===== config.mk =====
export PLATFORM = sky130hd
export DESIGN_NAME = sliding_window_gen
export DESIGN_NICKNAME = d
export VERILOG_FILES = /design/src/rtl/filter_pkg.sv /design/src/rtl/line_buffer.sv /design/src/rtl/sliding_window_gen.sv
export SDC_FILE = /design/constraint.sdc
export NUM_CORES = 1
export LEC_CHECK = 0
export CORE_AREA = 5 5 339 341
export DETAILED_ROUTE_END_ITERATION = 8
export DIE_AREA = 0 0 344 346
export GPL_TIMING_DRIVEN = 0
export MAX_ROUTING_LAYER = met4
export PLACE_DENSITY = 0.6
export SLEW_MARGIN = 20
export SYNTH_ARGS = -nofsm -noshare
export SYNTH_HDL_FRONTEND = slang
export SYNTH_HIERARCHICAL = 1
export SYNTH_SLANG_ARGS = --single-unit

===== constraint.sdc =====
create_clock -name clk -period 5.55 [get_ports clk]
set_clock_uncertainty 0.05 [all_clocks]
set_input_delay 1.11 -clock clk [delete_from_list [all_inputs] [get_ports clk]]
set_output_delay 1.11 -clock clk [all_outputs]
set_load 0.02 [all_outputs]

===== src/rtl/filter_pkg.sv =====
// Shared definitions for the 3x3 filter datapath: pixel width, window tap
// ordering and the window generator's state encoding.
package filter_pkg;

    localparam int PIX_W = 8;

    // Window taps in row-major order: top-left = 1, centre = 5, bottom-right = 9
    localparam int TAP_TL = 1;
    localparam int TAP_TM = 2;
    localparam int TAP_TR = 3;
    localparam int TAP_ML = 4;
    localparam int TAP_MM = 5;
    localparam int TAP_MR = 6;
    localparam int TAP_BL = 7;
    localparam int TAP_BM = 8;
    localparam int TAP_BR = 9;

    typedef enum logic [1:0] {
        IDLE = 2'd0,
        FILL = 2'd1,
        RUN  = 2'd2
    } state_t;

endpackage


===== src/rtl/line_buffer.sv =====
// One image row of pixel storage. A single address serves both ports: the
// read returns the old contents while the write lands on the clock edge.
// Storage is not reset.
module line_buffer #(
    parameter int DEPTH = 64,
    parameter int WIDTH = 8
) (
    input  logic                     clk,
    input  logic                     we,
    input  logic [$clog2(DEPTH)-1:0] addr,
    input  logic [WIDTH-1:0]         wr_data,
    output logic [WIDTH-1:0]         rd_data
);

    logic [WIDTH-1:0] mem [0:DEPTH-1];

    assign rd_data = mem[addr];

    // Write port; the read above sees the pre-write value in the same cycle
    always_ff @(posedge clk) begin
        if (we) begin
            mem[addr] <= wr_data;
        end
    end

endmodule


===== src/rtl/sliding_window_gen.sv =====
// Raster-order pixel stream to 3x3 neighbourhood generator. Two line buffers
// keep rows r-2 and r-1; a 3x3 shift register forms the window. One window
// per accepted interior-completing pixel, valid region only, no stall path.
module sliding_window_gen #(
    parameter int IMG_W = 64,
    parameter int IMG_H = 64,
    parameter int PIX_W = filter_pkg::PIX_W
) (
    input  logic             clk,
    input  logic             rst,
    input  logic             in_valid,
    input  logic             in_sof,
    input  logic [PIX_W-1:0] in_pixel,
    output logic [PIX_W-1:0] sw_pixels1,
    output logic [PIX_W-1:0] sw_pixels2,
    output logic [PIX_W-1:0] sw_pixels3,
    output logic [PIX_W-1:0] sw_pixels4,
    output logic [PIX_W-1:0] sw_pixels5,
    output logic [PIX_W-1:0] sw_pixels6,
    output logic [PIX_W-1:0] sw_pixels7,
    output logic [PIX_W-1:0] sw_pixels8,
    output logic [PIX_W-1:0] sw_pixels9,
    output logic             act,
    output logic             busy,
    output logic             frame_done
);

    import filter_pkg::*;

    localparam int CW = $clog2(IMG_W);
    localparam int RW = $clog2(IMG_H);

    localparam logic [CW-1:0] COL_LAST = CW'(IMG_W - 1);
    localparam logic [RW-1:0] ROW_LAST = RW'(IMG_H - 1);
    localparam logic [CW-1:0] COL_TWO  = CW'(2);
    localparam logic [RW-1:0] ROW_TWO  = RW'(2);

    state_t state;
    state_t state_next;

    logic [CW-1:0] col;
    logic [RW-1:0] row;
    logic [CW-1:0] cur_col;
    logic [RW-1:0] cur_row;

    logic sof_acc;
    logic accept;
    logic at_last;

    logic [PIX_W-1:0] top_rd;
    logic [PIX_W-1:0] mid_rd;

    logic [PIX_W-1:0] win [1:9];
    logic             act_r;
    logic             done_r;

    // Accept qualification and the position of the pixel on the input this
    // cycle; a sof forces (0,0) so an abandoned frame restarts in place.
    always_comb begin
        sof_acc = in_valid & in_sof;
        accept  = in_valid & ((state != IDLE) | in_sof);
        cur_col = sof_acc ? '0 : col;
        cur_row = sof_acc ? '0 : row;
        at_last = (cur_col == COL_LAST) && (cur_row == ROW_LAST);
    end

    // State register
    always_ff @(posedge clk) begin
        if (rst) begin
            state <= IDLE;
        end else begin
            state <= state_next;
        end
    end

    // Next-state logic; a sof in any state (re)starts filling
    always_comb begin
        state_next = state;
        if (sof_acc) begin
            state_next = FILL;
        end else begin
            case (state)
                FILL: begin
                    if (accept && (cur_row == ROW_TWO) && (cur_col == '0)) begin
                        state_next = RUN;
                    end
                end
                RUN: begin
                    if (accept && at_last) begin
                        state_next = IDLE;
                    end
                end
                default: state_next = state;
            endcase
        end
    end

    // Busy also covers the sof cycle itself so back-to-back frames never
    // show a gap between the last pixel of one and the sof of the next.
    always_comb begin
        busy = ~rst & ((state != IDLE) | sof_acc);
    end

    // Raster position counters, advanced only on accepted pixels
    always_ff @(posedge clk) begin
        if (rst) begin
            col <= '0;
            row <= '0;
        end else if (accept) begin
            if (cur_col == COL_LAST) begin
                col <= '0;
                row <= (cur_row == ROW_LAST) ? '0 : cur_row + 1'b1;
            end else begin
                col <= cur_col + 1'b1;
                row <= cur_row;
            end
        end
    end

    line_buffer #(
        .DEPTH (IMG_W),
        .WIDTH (PIX_W)
    ) lb_top (
        .clk     (clk),
        .we      (accept),
        .addr    (cur_col),
        .wr_data (mid_rd),
        .rd_data (top_rd)
    );

    line_buffer #(
        .DEPTH (IMG_W),
        .WIDTH (PIX_W)
    ) lb_mid (
        .clk     (clk),
        .we      (accept),
        .addr    (cur_col),
        .wr_data (in_pixel),
        .rd_data (mid_rd)
    );

    // Window shift: columns move left, new right column from the line buffers
    always_ff @(posedge clk) begin
        if (rst) begin
            for (int unsigned t = 1; t <= 9; t++) begin
                win[t] <= '0;
            end
        end else if (accept) begin
            win[TAP_TL] <= win[TAP_TM];
            win[TAP_TM] <= win[TAP_TR];
            win[TAP_TR] <= top_rd;
            win[TAP_ML] <= win[TAP_MM];
            win[TAP_MM] <= win[TAP_MR];
            win[TAP_MR] <= mid_rd;
            win[TAP_BL] <= win[TAP_BM];
            win[TAP_BM] <= win[TAP_BR];
            win[TAP_BR] <= in_pixel;
        end
    end

    // Window-valid and end-of-frame strobes; the col >= 2 term masks the
    // stale columns left over from the previous row.
    always_ff @(posedge clk) begin
        if (rst) begin
            act_r  <= 1'b0;
            done_r <= 1'b0;
        end else begin
            act_r  <= accept && (cur_row >= ROW_TWO) && (cur_col >= COL_TWO);
            done_r <= accept && at_last && (state == RUN);
        end
    end

    assign act        = act_r;
    assign frame_done = done_r;

    assign sw_pixels1 = win[TAP_TL];
    assign sw_pixels2 = win[TAP_TM];
    assign sw_pixels3 = win[TAP_TR];
    assign sw_pixels4 = win[TAP_ML];
    assign sw_pixels5 = win[TAP_MM];
    assign sw_pixels6 = win[TAP_MR];
    assign sw_pixels7 = win[TAP_BL];
    assign sw_pixels8 = win[TAP_BM];
    assign sw_pixels9 = win[TAP_BR];

endmodule


==> summary.txt, run 1 <==
Die
  – Die ar.: 119000 um2
  – Row count: 123
  – Top Ports: 87
  – DIE HEIGHT: 346 um
  – Initial Utilization: 39.7%
  – Core Region: 112000 um2
  – Die extent in x: 344 um

Critical path
  – Worst path arrival time: 5.96 ns
  – CP Capture Type: register
  – CP Buf/Inv Count: 6
  – FF-to-FF path depth: 8
  – Worst r2r src: col[0]
  – Reg-to-Reg End: lb_top/mem[9][6]
  – CP Max Fanout: 10
  – Data required time of the critical path: 5.80 ns
  – Setup crit start kind: input pin
  – Critical path's slowest cell: nor2_1
  – Slowest stage delay, CP: 0.90 ns
  – R2r setup slk: 0.69 ns
  – CP top delay family: buffers and inverters
  – Crit path cell chain: clkdlybuf4s50_1 -> nand2_2 -> buf_2 -> nand2_1 -> inv_1 -> buf_4 -> nor2b_1 -> clkbuf_1 -> clkbuf_1 -> nand2_1 -> nor2_1
  – Kind of critical path: in -> reg

Routing
  – DR vias: 26600
  – Per-cell routed wire length: 29.5 um
  – TritonRoute pass-1 iters: 6
  – DRC Markers: 0
  – Wirelength, routed: 131000 um
  – Via/cell ratio: 6.00
  – Detailed router's first-iteration violation count: 3700
  – ANT nets after route: 0

Hold path
  – Hold_sp: row[1]
  – Hold depth: 2
  – HP Class: reg -> reg
  – Hold EP: row[1]

Logic synthesis
  – XOR/XNOR share of the synthesized area: 0%
  – Synthesized area: 44300 um2
  – Synth Area in Simple Gates: 7.14%
  – Main combinational cell family by area after synthesis: compound AO/OA/AOI/OAI gates
  – Synth Warn #: 6
  – Syn Area/Cell: 16.9 um2
  – EDFF count, synth: 1096
  – Post-Synth Adder-Cell Area: 0.0847%
  – Post-synthesis sequential area ratio: 75.0%
  – Yosys cell types: 74
  – Synth top area cells: edfxtp_1 (74%), mux4_2 (4.2%), mux2i_1 (2.8%)
  – Seq cells post-synth: 1112
  – Area share of the largest cell type after synthesis: 74.3%
  – Compound-Gate Fraction of Synth Area: 8.05%
  – Cell count after synthesis: 2617
  – Dominant synthesized flop cell: edfxtp_1
  – Async SR Flop Fraction: 0%
  – Multiplexer share of the synthesized area: 7.62%
  – Syn_nets: 2632
  – Cell taking the most area after synthesis: edfxtp_1

Layout
  – Share of post-route cells with drive strength above 1: 15.3%
  – Commonest non-fill, non-tap cell in the layout: edfxtp_1
  – Fin cells: 4432
  – Syn-to-layout area delta: 15.6%
  – # nets final: 2852
  – Commonest cells after routing, fill and taps aside: edfxtp_1 (1096), nor2_1 (149), mux2i_1 (126)

GRT
  – Total gr overflow: 0
  – Vias in the first global route: 26300
  – All-layer global routing usage: 22.1%
  – Initial antenna violation count: 6
  – Largest net degree at the start of global routing: 66
  – First-pass GRT wire length: 187000 um

STA
  – Fmax: 175 MHz
  – Period utilisation layout: 103%
  – Min Tclk post-route: 5.71 ns
  – Final Max Tran Viols: 0
  – Slew of the pin with the lowest slew margin: 1.10 ns
  – Relative slew slack: 26.2%
  – Slack of the critical path: -0.157 ns
  – # setup viols final: 64
  – Unrepaired setup endpoints after global routing: true
  – Final hold viol count: 0

Clocking
  – CTS tree: built
  – Worst skew pair latency: 0.71 ns
  – Max Buffers Root-to-Sink: 3
  – Clock buffer count from CTS: 110
  – Num Clock Sinks: 1112
  – Root buffer cell: clkbuf_16
  – CTS Hold Bufs: 0
  – Total number of H-tree levels: 3
  – Clock Pin Slew Worst Setup and Hold Paths: 0.06 ns

Place
  – GPL Wtd Cong: 0.955
  – Placed Cells: 4222
  – Port buffer count: 85
  – Post-DP HPWL: 86500 um

Status
  – Outcome: finished with violations
  – Failing checks: negative setup slack

Power and ir drop
  – PnR Total Power: 17.9 mW
  – VDD IR max: 0.286 mV
  – Leakage: 16.2 nW
  – Pwr/cell area: 350 nW/um2

Flow run
  – MaxCap Viol Count: 0
-- routing by layer --
layer	vias up	global-route usage, %	wire length, um
li1	11000	-	-
met1	13600	29.9	52000
met2	1606	32.5	59000
met3	301	6.11	15000
met4	0	7.54	4690
met5	-	-	0
-- how the worst max path moves through the flow --
stage	slack, ns	endpoint	cells after the start	start
5_1_grt	-0.24	lb_top/mem[1][6]	11	in_sof
2_1_floorplan	0.64	win[0][40]	11	in_valid
4_1_cts	-0.11	lb_top/mem[5][2]	11	in_sof
6_report	-0.16	lb_top/mem[9][6]	11	in_sof
3_5_place_dp	-1.38	lb_top/mem[25][0]	15	in_sof
3_3_place_gp	-3.96	win[0][40]	13	in_sof
-- final cells by class --
class	instances	area (um2)
inverters	14	60.1
flip-flops and latches	1112	33200
well taps	1500	1880
plain buffers	181	881
clock inverters	72	836
clock buffers	131	2850
multi-input cells	1308	10300
diodes	4	10.0
fillers	9493	60300
repair buffers	110	1220
-- sequential cells by signal, indices dropped and copies added (netlist names) --
signal,cells
lb_mid/mem,512
lb_top/mem,512
win,72
col,6
row,6
state,2
act,1
frame_done,1
-- through the flow --
step           cell area, um2  util, %  hold WS (ns)  worst slack (ns)  setup TNS [ns]
2_1_floorplan           44300        -         0.406             0.643               0
3_3_place_gp            47000     42.2         0.445             -3.96        -1915.53
3_5_place_dp            47400     42.5         0.447             -1.38         -642.84
4_1_cts                 51100     45.8         0.462            -0.106           -2.53
5_1_grt                 51200     45.9         0.509            -0.236          -12.46
6_report                51200     45.9         0.470            -0.157           -5.85
-- synth_stat cells, types with 23 or more instances --
| library cell | instances |
|---|---|
| mux4_2 | 82 |
| and3_1 | 93 |
| nand3b_1 | 24 |
| nor2_1 | 176 |
| a21oi_1 | 65 |
| buf_2 | 69 |
| a22oi_1 | 81 |
| nand3_1 | 23 |
| edfxtp_1 | 1096 |
| a221oi_1 | 42 |
| clkbuf_1 | 84 |
| nand2_1 | 97 |
| mux2i_1 | 126 |
| and2_1 | 26 |
| a31oi_1 | 32 |
| o22ai_1 | 45 |
| nand2b_1 | 50 |
-- what timing repair did --
action	in CTS	in global routing
setup buffers	5	0
endpoints found under the setup margin	163	343
pin swaps	2	0
resized for setup	2	42
-- worst min-delay path, delay by kind of cell (launching register included) --
| family | cells | cell delay [ns] |
|---|---|---|
| flip-flops | 1 | 0.36 |
| AO/OA/AOI/OAI | 2 | 0.13 |
-- where the power goes --
part           total, mW  switching (mW)  internal, mW
Sequential          9.37          0.0227          9.34
Clock               7.61            3.19          4.42
Combinational      0.956           0.665         0.291
Total               17.9            3.87          14.1
-- cells by family (layout without fill, tap and decap cells) --
kind of cell    Yosys count  after routing
compound gates          480            480
fa+ha+maj                 3              3
buf+inv                 197            508
flops                  1112           1112
mux                     232            232
other cells               0              4
simple gates            593            593
Power figures use the tool's default switching activity.
==> run 2: changes to the inputs <==
--- a/config.mk
+++ b/config.mk
@@ -5,12 +5,13 @@
 export SDC_FILE = /design/constraint.sdc
 export NUM_CORES = 1
 export LEC_CHECK = 0
-export CORE_AREA = 5 5 339 341
+export CORE_AREA = 5 5 290 292
 export DETAILED_ROUTE_END_ITERATION = 8
-export DIE_AREA = 0 0 344 346
+export DIE_AREA = 0 0 295 297
+export DONT_BUFFER_PORTS = 1
 export GPL_TIMING_DRIVEN = 0
 export MAX_ROUTING_LAYER = met4
-export PLACE_DENSITY = 0.6
+export PLACE_DENSITY = 0.75
 export SLEW_MARGIN = 20
 export SYNTH_ARGS = -nofsm -noshare
 export SYNTH_HDL_FRONTEND = slang
==> run 2 against run 1 <==
Effect of this change: the flow still finishes with violations (negative setup slack); design area fell by 3.5%; first-iteration DRC count rose by 14%; die area fell by 26%; total power fell by 3.4%; clock-buffer cell count rose by 13; maximum frequency rose by 2.7%; critical path depth rose by 2; largest power group unchanged; highest routed layer unchanged.
==> summary.txt, run 2 (same netlist as run 1, synthesis figures left out) <==
Status
  – Outcome: finished with violations
  – Failing checks: negative setup slack

Power and ir drop
  – Reg power frac: 54.4%
  – Pwr/cell area: 350 nW/um2
  – Switching part of the total: 21.2%
  – P_sw: 3.67 mW
  – Clock power frac: 41.3%
  – VDD IR max: 0.373 mV
  – Pint: 13.6 mW
  – Logic pwr share: 4.3%
  – Leakage: 15.7 nW
  – PnR Total Power: 17.3 mW

STA
  – Min Tclk post-route: 5.55 ns
  – Slack of the critical path: -0.00407 ns
  – # setup viols final: 6
  – Final hold viol count: 0
  – Final Max Tran Viols: 0
  – Relative slew slack: 25.1%
  – Final hold slack: 0.452 ns
  – Slew of the pin with the lowest slew margin: 1.12 ns
  – Unrepaired setup endpoints after global routing: false
  – Period utilisation layout: 100%
  – Fmax: 180 MHz

Place
  – GPL Wtd Cong: 1.02
  – Placed Cells: 3703
  – DP Area: 45900 um2
  – Post-DP HPWL: 82000 um
  – Port buffer count: 0
  – Setup slack at placement: -0.714 ns

Hold path
  – HP Class: reg -> reg

Die
  – Die ar.: 87600 um2
  – Core Region: 81300 um2
  – Top Ports: 87
  – Die extent in x: 295 um
  – DIE HEIGHT: 297 um
  – Row count: 105
  – Initial Utilization: 54.5%

Critical path
  – Data required time of the critical path: 5.94 ns
  – Critical path's slowest cell: a21boi_4
  – Slowest stage delay, CP: 0.71 ns
  – CP Capture Type: register
  – Crit path cell chain: buf_2 -> a21boi_4 -> buf_2 -> buf_4 -> buf_2 -> mux2i_1 -> o22a_1 -> a21oi_1 -> nor4_2 -> nand4_1 -> buf_6 -> buf_6 -> buf_6
  – Kind of critical path: in -> reg
  – Setup crit start kind: input pin
  – Worst path arrival time: 5.94 ns
  – CP Max Fanout: 18

Clocking
  – Post-CTS setup repair buffer count: 0
  – CTS Hold Bufs: 0
  – Clock Pin Slew Worst Setup and Hold Paths: 0.06 ns
  – CTS tree: built
  – Root buffer cell: clkbuf_16
  – Total number of H-tree levels: 3
  – Max Buffers Root-to-Sink: 3
  – Clock buffer count from CTS: 109
  – Worst skew pair latency: 0.70 ns
  – Num Clock Sinks: 1112

Layout
  – Share of post-route cells with drive strength above 1: 13.5%
  – Final Cell Area: 49400 um2
  – Area of the multi-input gates: 10200 um2
  – Syn-to-layout area delta: 11.5%
  – # nets final: 2759
  – Commonest non-fill, non-tap cell in the layout: edfxtp_1
  – Layout fillers: 5723
  – Register area: 33200 um2
  – Fin cells: 3905
  – Commonest cells after routing, fill and taps aside: edfxtp_1 (1096), nor2_1 (176), mux2i_1 (126)
  – Top Registers: lb_mid/mem (512), lb_top/mem (512), win (72)

Routing
  – Wirelength, routed: 125000 um
  – DR vias: 26800
  – Per-cell routed wire length: 31.9 um
  – Via/cell ratio: 6.88
  – DRC Markers: 0
  – ANT nets after route: 0
  – TritonRoute pass-1 iters: 8
  – Detailed router's first-iteration violation count: 4223

GRT
  – Initial antenna violation count: 3
  – Total gr overflow: 0
  – All-layer global routing usage: 28.8%
  – First-pass GRT wire length: 179000 um
  – Largest net degree at the start of global routing: 66
  – Vias in the first global route: 26200

Flow run
  – MaxCap Viol Count: 0
[run 2: cell count changes in the layout (fill, tap and decap cells not counted), moves of 4 or more]
cell / change
clkdlybuf4s50_1: -77
bufinv_16: -7
clkbuf_2: -5
nor2_2: -23
nor2_4: -4
clkinv_2: -9
nor2_1: +27
buf_4: -11
clkinv_1: +4
clkbuf_1: +17
[run 2: worst max-delay path, delay by kind of cell]
kind                   cells  cell delay (ns)
buffers and inverters      7             2.13
and+or+nand+nor            2             1.32
AOI/OAI and AO/OA          3             1.09
muxes                      1             0.25
[run 2: routing by layer]
metal  vias up  GRT usage [%]  routed length (um)
li1      10800              -                   -
met1     13500           38.4               44200
met2      2098           42.5               57100
met3       410           7.17               16300
met4         0           12.8                6890
met5         -              -                   0
[run 2: area by class of cell]
cell class	count	area share (%)
diodes	2	0.0101
plain buffers	183	1.78
clock buffers	144	5.85
clock inverters	56	1.17
inverters	14	0.122
multi-input cells	1308	20.6
flip-flops and latches	1112	67.2
well taps	1070	2.71
repair buffers	16	0.504
[run 2: power groups by stage]
stage / Sequential [mW] / Combinational, mW / Clock [mW]
floorplan: 9.60 / 0.386 / 0
detailed placement: 9.60 / 0.710 / 0
global route: 9.42 / 0.756 / 7.63
finish: 9.42 / 0.736 / 7.16
global placement: 9.63 / 0.641 / 0
CTS: 9.43 / 0.714 / 7.23
[run 2: worst paths after layout]
kind                            startpoint                 to  slack [ns]  depth (start not counted)
worst max-delay path              in_valid  lb_top/mem[29][4]      -0.004                         13
worst min-delay path                row[1]             row[1]        0.45                          2
worst max register to register      col[2]  lb_top/mem[29][4]        0.06                         12
worst min register to register      row[1]             row[1]        0.45                          2
[run 2: metrics by stage]
step	util, %	setup TNS [ns]
floorplan	-	0
global placement	56.1	-1033.24
detailed placement	56.5	-92.40
CTS	60.8	0
global route	60.8	0
finish	60.8	-0.0100
[run 2: what timing repair did]
item,in CTS,in global routing
endpoints found under the hold margin,0,0
endpoints found under the setup margin,24,59
resized for setup,2,1
==> patch: new RTL, settings of run 1 <==
The parameter `IMG_H` goes from 64 to 128.
--- a/src/rtl/sliding_window_gen.sv
+++ b/src/rtl/sliding_window_gen.sv
@@ -4,5 +4,5 @@
 module sliding_window_gen #(
     parameter int IMG_W = 64,
-    parameter int IMG_H = 64,
+    parameter int IMG_H = 128,
     parameter int PIX_W = filter_pkg::PIX_W
 ) (
Function: same outputs for any inputs over 4 cycles, from zero or initial values and one cycle with rst high; that may be too few to reach the edited logic, so the function may still have changed.
==> patch against run 1 <==
  * The flow still finishes with violations (setup timing)
  * Die area stayed put
  * Routed wire length fell by 0.20%
  * Sequential power about the same
  * Area after synthesis decreased by 0.26%
  * Worst setup slack improved by 0.022 ns
  * Sequential cell count up 1
  * Design area shrank 0.11%
  * Power is 1.0% lower
  * Register-to-register slack gained 0.10 ns
  * Largest power group unchanged
==> patch: results (changes against run 1) <==
| Metric | Value |
|---|---|
| Nets | `2847 (-0.18%)` |
| CTS resizes | `4 (+2)` |
| Detail Placement HPWL | `86700 um (+0.25%)` |
| Register area | `33300 um2 (about the same)` |
| Buffers, non-clock | `290 (-0.34%)` |
| Top cells by count, synth | `1096 x edfxtp_1, 181 x nor2_1, 127 x mux2i_1` |
| Multi-In Gates | `1306 (-0.15%)` |
| Placer's final routability congestion estimate | `0.984 (+3.0%)` |
| Clk cell area share | `7.07% (-0.13 points)` |
| Leak | `0.0160 uW (-1.7%)` |
| Synth Area per Inst | `17.0 um2 (+0.24%)` |
| Hold_sp | `row[6]` |
| Final worst slack | `-0.135 ns (+0.0217 ns)` |
| Slew @ Worst Pin | `1.13 ns (+0.0246 ns)` |
| Multiplexer area fraction after synthesis | `7.67% (+0.043 points)` |
| WP data arrival | `5.94 ns (-0.02 ns)` |
| Failing checks | `setup timing` |
| Met3 wire len | `13500 um (-10%)` |
| DR WL/cell | `29.4 um (-0.25%)` |
| Final setup fails | `48 (-25%)` |
| Outcome | `finished, violations left` |
| Inverters | `11 (-3)` |
| TritonCTS Buffers | `112 (+1.8%)` |
| Worst Setup EP | `lb_mid/mem[21][4]` |
| Clock Latency Late Sink | `0.69 ns (-0.02 ns)` |
| Crit path largest cell delay | `1.01 ns (+0.11 ns)` |
| First-pass GRT wire length | `185000 um (-0.66%)` |
| # clk buffers | `141 (+7.6%)` |
| Place WS | `-1.64 ns (-0.260 ns)` |
| Grt met1 use | `28.7% (-1.2 points)` |
## patch: cell types whose count changed after synthesis, moves of 4 or more
cell | run 1 | this run
nand3_1 | 23 | 19
o21ai_0 | 22 | 26
buf_2 | 69 | 60
and2_1 | 26 | 95
nand2_1 | 97 | 108
o21ai_1 | 8 | 4
and3_1 | 93 | 18
nor2_1 | 176 | 181
## patch: cells by family (layout without fill, tap and decap cells)
| group | count (synthesis) | after routing |
|---|---|---|
| other cells | 0 | 8 |
| flops | 1113 | 1113 |
| xor+xnor | 1 | 1 |
| simple gates | 597 | 597 |
| fa+ha+maj | 1 | 1 |
| compound gates | 474 | 474 |
| buf+inv | 185 | 507 |
| mux | 233 | 233 |
## patch: power by group
group          internal, uW  total (uW)  leakage [uW]  switching, uW
Combinational           294         935       0.00408            640
Sequential             9350        9370        0.0101           20.6
Clock                  4320        7440       0.00177           3120
